## config.mk

```make
export PLATFORM = sky130hd
export DESIGN_NAME = fsmc_mailbox_regs_flat
export DESIGN_NICKNAME = d
export VERILOG_FILES = /design/src/rtl/fsmc_mailbox_regs_if.sv /design/src/rtl/fsmc_mailbox_regs.sv /design/src/flat_wrapper.sv
export SDC_FILE = /design/constraint.sdc
export NUM_CORES = 1
export LEC_CHECK = 0
export ABC_AREA = 0
export CAP_MARGIN = 20
export CORE_MARGIN = 3
export CORE_UTILIZATION = 25
export DETAILED_ROUTE_END_ITERATION = 8
export SLEW_MARGIN = 20
export SYNTH_ARGS = -nofsm -noshare
export SYNTH_HDL_FRONTEND = slang
export SYNTH_SLANG_ARGS = --single-unit
```

## constraint.sdc

```tcl
create_clock -name clk -period 6 [get_ports clk]
set_input_delay 1.8 -clock clk [delete_from_list [all_inputs] [get_ports clk]]
set_output_delay 1.8 -clock clk [all_outputs]
set_load 0.005 [all_outputs]
```

## src/rtl/fsmc_mailbox_regs_if.sv

```systemverilog
// rtl/fsmc_mailbox_regs_if.sv - register bus and TX/RX stream signals of the FSMC mailbox
interface fsmc_mailbox_regs_if #(
  parameter int ADRW = 2,
  parameter int DATW = 3
);
  logic            do_write;
  logic            do_read;
  logic [ADRW-1:0] rw_adr;
  logic [DATW-1:0] w_data;
  logic [DATW-1:0] read_data;
  logic            tx_valid;
  logic [DATW-1:0] tx_data;
  logic            tx_ready;
  logic            rx_valid;
  logic [DATW-1:0] rx_data;
  logic            rx_ready;

  // bus slave and fabric side driving the mailbox
  modport master (
    output do_write, do_read, rw_adr, w_data, tx_ready, rx_valid, rx_data,
    input  read_data, tx_valid, tx_data, rx_ready
  );

  // mailbox register block
  modport slave (
    input  do_write, do_read, rw_adr, w_data, tx_ready, rx_valid, rx_data,
    output read_data, tx_valid, tx_data, rx_ready
  );
endinterface

```

## src/rtl/fsmc_mailbox_regs.sv

```systemverilog
// rtl/fsmc_mailbox_regs.sv - FSMC mailbox: TX/RX FIFOs with status/control registers; optional irq via FSMC_MAILBOX_IRQ_EN
module fsmc_mailbox_regs #(
  parameter int ADRW       = 2,
  parameter int DATW       = 3,
  parameter int DEPTH_LOG2 = 3
) (
  input  logic clk,
  input  logic rst,
`ifdef FSMC_MAILBOX_IRQ_EN
  output logic irq,
`endif
  fsmc_mailbox_regs_if.slave bus
);
  localparam int DEPTH   = 1 << DEPTH_LOG2;
  localparam int OCC_MAX = (1 << DATW) - 1;

  typedef logic [DEPTH_LOG2-1:0] ptr_t;
  typedef logic [DEPTH_LOG2:0]   cnt_t;

  logic [DATW-1:0] tx_mem [DEPTH];
  logic [DATW-1:0] rx_mem [DEPTH];
  ptr_t tx_wr_ptr, tx_rd_ptr, rx_wr_ptr, rx_rd_ptr;
  cnt_t tx_count, rx_count;
  logic tx_ovf, rx_udf;

  logic [1:0] adr;
  logic tx_full, tx_empty, rx_full, rx_empty;
  logic ctrl_wr, flush_tx, flush_rx, clr_err;
  logic tx_push_req, tx_push, tx_pop, tx_ovf_set;
  logic rx_pop_req, rx_push, rx_pop, rx_udf_set;
  logic irq_bit;
  logic [3:0] stat4;
  logic [DATW-1:0] tx_occ;

  // only the low two address bits select a register
  assign adr = bus.rw_adr[1:0];

  assign tx_full  = (tx_count == cnt_t'(DEPTH));
  assign tx_empty = (tx_count == '0);
  assign rx_full  = (rx_count == cnt_t'(DEPTH));
  assign rx_empty = (rx_count == '0);

  assign ctrl_wr  = bus.do_write & (adr == 2'd3);
  assign flush_tx = ctrl_wr & bus.w_data[0];
  assign flush_rx = ctrl_wr & bus.w_data[1];
  assign clr_err  = ctrl_wr & bus.w_data[2];

  // full/empty come from registered counts, so a same-cycle pop never rescues a push into a full FIFO
  assign tx_push_req = bus.do_write & (adr == 2'd0);
  assign tx_push     = tx_push_req & ~tx_full & ~flush_tx;
  assign tx_ovf_set  = tx_push_req & tx_full & ~flush_tx;
  assign tx_pop      = ~tx_empty & bus.tx_ready & ~flush_tx;

  assign rx_push     = bus.rx_valid & ~rx_full & ~flush_rx;
  assign rx_pop_req  = bus.do_read & (adr == 2'd1);
  assign rx_pop      = rx_pop_req & ~rx_empty & ~flush_rx;
  assign rx_udf_set  = rx_pop_req & rx_empty;

  assign bus.tx_valid = ~tx_empty;
  assign bus.tx_data  = tx_mem[tx_rd_ptr];
  assign bus.rx_ready = ~rx_full;

`ifdef FSMC_MAILBOX_IRQ_EN
  // irq follows (rx_nonempty | err) with one cycle of delay
  always_ff @(posedge clk) begin
    if (rst) irq <= 1'b0;
    else     irq <= ~rx_empty | tx_ovf | rx_udf;
  end
  assign irq_bit = irq;
`else
  assign irq_bit = 1'b0;
`endif

  // bit3 falls away automatically when DATW is 3
  assign stat4 = {irq_bit, tx_ovf | rx_udf, ~rx_empty, tx_full};

  // TX occupancy can reach DEPTH, which may not fit in DATW bits
  assign tx_occ = (int'(tx_count) > OCC_MAX) ? DATW'(OCC_MAX) : DATW'(tx_count);

  // register read mux, combinational so the bus slave can latch it in the strobe cycle
  always_comb begin
    bus.read_data = '0;
    case (adr)
      2'd0: bus.read_data = tx_occ;
      2'd1: bus.read_data = rx_empty ? '0 : rx_mem[rx_rd_ptr];
      2'd2: bus.read_data = DATW'(stat4);
      default: bus.read_data = '0;
    endcase
  end

  // FIFO storage writes; contents need no reset because pointers define validity
  always_ff @(posedge clk) begin
    if (!rst && tx_push) tx_mem[tx_wr_ptr] <= bus.w_data;
    if (!rst && rx_push) rx_mem[rx_wr_ptr] <= bus.rx_data;
  end

  // TX pointers and count; flush discards everything including a same-cycle push/pop
  always_ff @(posedge clk) begin
    if (rst || flush_tx) begin
      tx_wr_ptr <= '0;
      tx_rd_ptr <= '0;
      tx_count  <= '0;
    end else begin
      if (tx_push) tx_wr_ptr <= tx_wr_ptr + ptr_t'(1);
      if (tx_pop)  tx_rd_ptr <= tx_rd_ptr + ptr_t'(1);
      tx_count <= tx_count + cnt_t'(tx_push) - cnt_t'(tx_pop);
    end
  end

  // RX pointers and count; flush discards everything including a same-cycle push/pop
  always_ff @(posedge clk) begin
    if (rst || flush_rx) begin
      rx_wr_ptr <= '0;
      rx_rd_ptr <= '0;
      rx_count  <= '0;
    end else begin
      if (rx_push) rx_wr_ptr <= rx_wr_ptr + ptr_t'(1);
      if (rx_pop)  rx_rd_ptr <= rx_rd_ptr + ptr_t'(1);
      rx_count <= rx_count + cnt_t'(rx_push) - cnt_t'(rx_pop);
    end
  end

  // sticky error flags; a new event in the clear cycle keeps the flag set
  always_ff @(posedge clk) begin
    if (rst) begin
      tx_ovf <= 1'b0;
      rx_udf <= 1'b0;
    end else begin
      tx_ovf <= tx_ovf_set | (tx_ovf & ~clr_err);
      rx_udf <= rx_udf_set | (rx_udf & ~clr_err);
    end
  end
endmodule

```

## src/flat_wrapper.sv

```systemverilog
// flat-port wrapper written by rule: the top's interface ports become plain ports
module fsmc_mailbox_regs_flat 
#(
  parameter int ADRW       = 2,
  parameter int DATW       = 3,
  parameter int DEPTH_LOG2 = 3
)
  (clk, rst, bus_do_write, bus_do_read, bus_rw_adr, bus_w_data, bus_tx_ready, bus_rx_valid, bus_rx_data, bus_read_data, bus_tx_valid, bus_tx_data, bus_rx_ready);
  fsmc_mailbox_regs_if #(.ADRW(ADRW), .DATW(DATW)) bus_i ();
  input  logic clk;
  input  logic rst;
  input wire logic [$bits(bus_i.do_write)-1:0] bus_do_write;
  input wire logic [$bits(bus_i.do_read)-1:0] bus_do_read;
  input wire logic [$bits(bus_i.rw_adr)-1:0] bus_rw_adr;
  input wire logic [$bits(bus_i.w_data)-1:0] bus_w_data;
  input wire logic [$bits(bus_i.tx_ready)-1:0] bus_tx_ready;
  input wire logic [$bits(bus_i.rx_valid)-1:0] bus_rx_valid;
  input wire logic [$bits(bus_i.rx_data)-1:0] bus_rx_data;
  output wire logic [$bits(bus_i.read_data)-1:0] bus_read_data;
  output wire logic [$bits(bus_i.tx_valid)-1:0] bus_tx_valid;
  output wire logic [$bits(bus_i.tx_data)-1:0] bus_tx_data;
  output wire logic [$bits(bus_i.rx_ready)-1:0] bus_rx_ready;
  assign bus_i.do_write = bus_do_write;
  assign bus_i.do_read = bus_do_read;
  assign bus_i.rw_adr = bus_rw_adr;
  assign bus_i.w_data = bus_w_data;
  assign bus_i.tx_ready = bus_tx_ready;
  assign bus_i.rx_valid = bus_rx_valid;
  assign bus_i.rx_data = bus_rx_data;
  assign bus_read_data = bus_i.read_data;
  assign bus_tx_valid = bus_i.tx_valid;
  assign bus_tx_data = bus_i.tx_data;
  assign bus_rx_ready = bus_i.rx_ready;
  fsmc_mailbox_regs #(.ADRW(ADRW), .DATW(DATW), .DEPTH_LOG2(DEPTH_LOG2)) u_core (.clk(clk), .rst(rst), .bus(bus_i));
endmodule
```

==> key figures <==
Clock tree
  – Clk Tree Root Cell: clkbuf_16
  – Hold buffers post-CTS: 0
  – Post-CTS setup buffer count: 0
  – CTS tree: yes
  – Clock Pin Slew Worst Setup and Hold Paths: about 0.05 ns
  – Inserted Clock Buffers: 9
  – CTS Buffer Depth: 2
  – # resized after CTS: 0
  – CTS H-Tree Depth: 3
  – Worst skew pair latency: roughly 0.33 ns
  – Clk sinks: 76

Route
  – Detailed Route WL: 6.17 mm
  – Antenna-violating nets left: 0
  – WL per Instance: 13.3 µm
  – Vias: roughly 2000
  – DRT Pass-1 Iters: 4
  – # DRC: 0
  – Via/cell ratio: 4.41
  – DRT iter0 DRCs: 72

Worst setup path
  – Reg2Reg Setup Slack: 3.47 ns
  – CP startpoint kind: input port
  – Critical Path RT: around 4.2 ns
  – Worst Setup End Kind: output port
  – Crit-path max FO: 4
  – CP Class: in2out
  – CP Data Arrival Time: 3.70 ns

STA
  – Max Clk Rate: 182 MHz
  – Final period util: 0.917
  – Min cycle time layout: about 5.5 ns
  – Slew Limit Fails: 0
  – Fin. Hold Viols: 0
  – Clock Skew: 0.00521 ns
  – Worst Max-Slew Pin Slew: 0.694 ns
  – RSZ-0062 raised after global routing: false
  – Setup_tns: 0 ns
  – Max transition margin: 0.533
  – Final setup violation count: 0

Logic synthesis
  – Ys flop type: edfxtp_1
  – Yosys reg bits: 76
  – Synthesized area per cell: 13.1 µm²
  – Sequential fraction of the synthesis area: 0.589
  – Synthesized cell area: 0.00340 mm²
  – Post-synth EDFFs: 48
  – Synth unique cells: 43
  – Syn_nets: 293
  – Asr flop ratio synth: 0
  – Cell count after synthesis: 260
  – Warnings from Yosys: 0

Finish
  – Ant diodes: 0
  – Share of post-route cells with drive strength above 1: 0.110
  – Commonest non-fill, non-tap cell in the layout: edfxtp_1
  – P&R area growth vs syn: 21.0%
  – Post-route cell area: 0.00411 mm²
  – Most frequent cells in the layout: edfxtp_1, nor2_1, dfxtp_1
  – Nets@finish: 318

Run status
  – Status: complete, no violations

Global route
  – Largest net degree at the start of global routing: 15
  – Initial antenna violation count: 0
  – First-pass GRT wire length: 10.5 mm
  – GRT Total Usage: 0.0929
  – Remaining Overflow, GRT: 0
  – Vias in the first global route: 2108

Flow run
  – Max-Cap Viols: 0

Power and ir drop
  – Leakage: between 1 and 1.5 nW
  – Pwr Density: 383 mW/mm²
  – Peak VDD IR: 175 µV

Die
  – Die height: 123 µm
  – Row count: 41
  – Placeable Area: 0.0130 mm²
  – Io pins: 22
  – Total die area: 0.0150 mm²
  – Die W: between 100 and 150 µm
  – Initial core utilization: 0.262

Placed design
  – DP HPWL: 4.57 mm
  – Port bufs: 21
  – Placed inst area: 0.00379 mm²
  – GPL Wtd Cong: approximately 0.75

Hold path
  – Hold Crit Class: reg2reg
[path summary, 6_finish.rpt]
check,startpoint,end,cells past startpoint
worst max-delay path,bus_rw_adr[0],bus_read_data[0],6
worst max register to register,u_core.tx_count[2]$_SDFF_PP0_,u_core.tx_count[2]$_SDFF_PP0_,12
worst min register to register,u_core.tx_rd_ptr[1]$_SDFFE_PP0P_,u_core.tx_rd_ptr[1]$_SDFFE_PP0P_,2
worst min-delay path,u_core.tx_rd_ptr[1]$_SDFFE_PP0P_,u_core.tx_rd_ptr[1]$_SDFFE_PP0P_,2
[area by class of cell]
cell class / instances / area, µm²
sequential: 76 / 2000
multi-input combinational: 155 / 1280
clock buffer: 11 / 243
tap: 172 / 215
timing repair buffer: 23 / 225
inverter: 20 / 75.1
fill: 1288 / 8870
clock inverter: 5 / 76.3
[layer usage]
metal  part of all wire  vias to the layer above  GRT usage
met5                  0                        -          0
met4              0.018                        0     0.0392
met3              0.040                       11     0.0332
met2               0.48                       32      0.152
met1               0.46                      988      0.111
li1                   -                     1006          -
[synth_stat cells (2+ instances only)]
library cell	count	area share
inv_1	20	0.022
nor3_1	5	0.0074
nor2b_1	3	0.0055
buf_2	4	0.0059
nand4_1	3	0.0055
a31oi_1	3	0.0055
mux2i_1	2	0.0059
nor4_1	6	0.011
mux4_2	6	0.040
or3_1	2	0.0037
a21oi_1	7	0.010
nor2_1	31	0.034
xnor2_1	3	0.0077
nand2b_1	5	0.0092
a21o_1	2	0.0044
edfxtp_1	48	0.42
nand2_1	12	0.013
mux4_1	5	0.039
nand3_1	9	0.013
ha_1	17	0.063
xor2_1	8	0.021
dfxtp_1	28	0.16
clkbuf_1	4	0.0044
nor3_2	2	0.0059
or3b_1	2	0.0052
fa_1	2	0.012
mux2_2	5	0.017
[worst max-delay path: stages]
cell and delay [ns]:
clkdlybuf4s50_1 0.50, inv_1 0.09, nor3_2 0.27, o311ai_0 0.18, o32ai_1 0.27, clkdlybuf4s50_1 0.60
[state kept, by name, summed over array words and instances, names as in the netlist, named ones only]
name	cells
u_core.tx_count	4
u_core.tx_wr_ptr	3
u_core.rx_wr_ptr	3
u_core.rx_count	4
u_core.tx_rd_ptr	3
u_core.rx_mem	24
u_core.rx_rd_ptr	3
u_core.tx_ovf	1
u_core.rx_udf	1
u_core.tx_mem	24
[kinds of logic after synthesis]
| group | after synthesis | share of synthesized area |
|---|---|---|
| simple gates | 87 | 0.132 |
| buf+inv | 29 | 0.0357 |
| flops | 76 | 0.589 |
| xor+xnor | 11 | 0.0283 |
| fa+ha+maj | 19 | 0.0743 |
| compound gates | 20 | 0.0401 |
| mux | 18 | 0.101 |
[per-stage QoR]
| stage | total power, W | cells | hold WS [ns] | setup WS (ns) | utilization |
|---|---|---|---|---|---|
| after floorplan | 0.000904 | 260 | 0.449 | 1.64 | - |
| after global routing | 0.00167 | 462 | 0.526 | 0.302 | 0.317 |
| after global placement | 0.00101 | 446 | 0.476 | 0.528 | 0.292 |
| final | 0.00158 | 462 | 0.478 | 0.497 | 0.317 |
| after detailed placement | 0.00103 | 446 | 0.476 | 0.475 | 0.292 |
| after CTS | 0.00160 | 462 | 0.484 | 0.469 | 0.317 |
[power breakdown]
part	total (W)	leakage, nW	internal, W	switching (W)
clock network	0.000567	0.153	0.000373	0.000194
logic	0.000359	0.616	0.000192	0.000168
registers	0.000649	0.661	0.000598	0.0000512
total	0.00158	1.43	0.00116	0.000413
No activity file was read; power rests on OpenSTA's default activity.
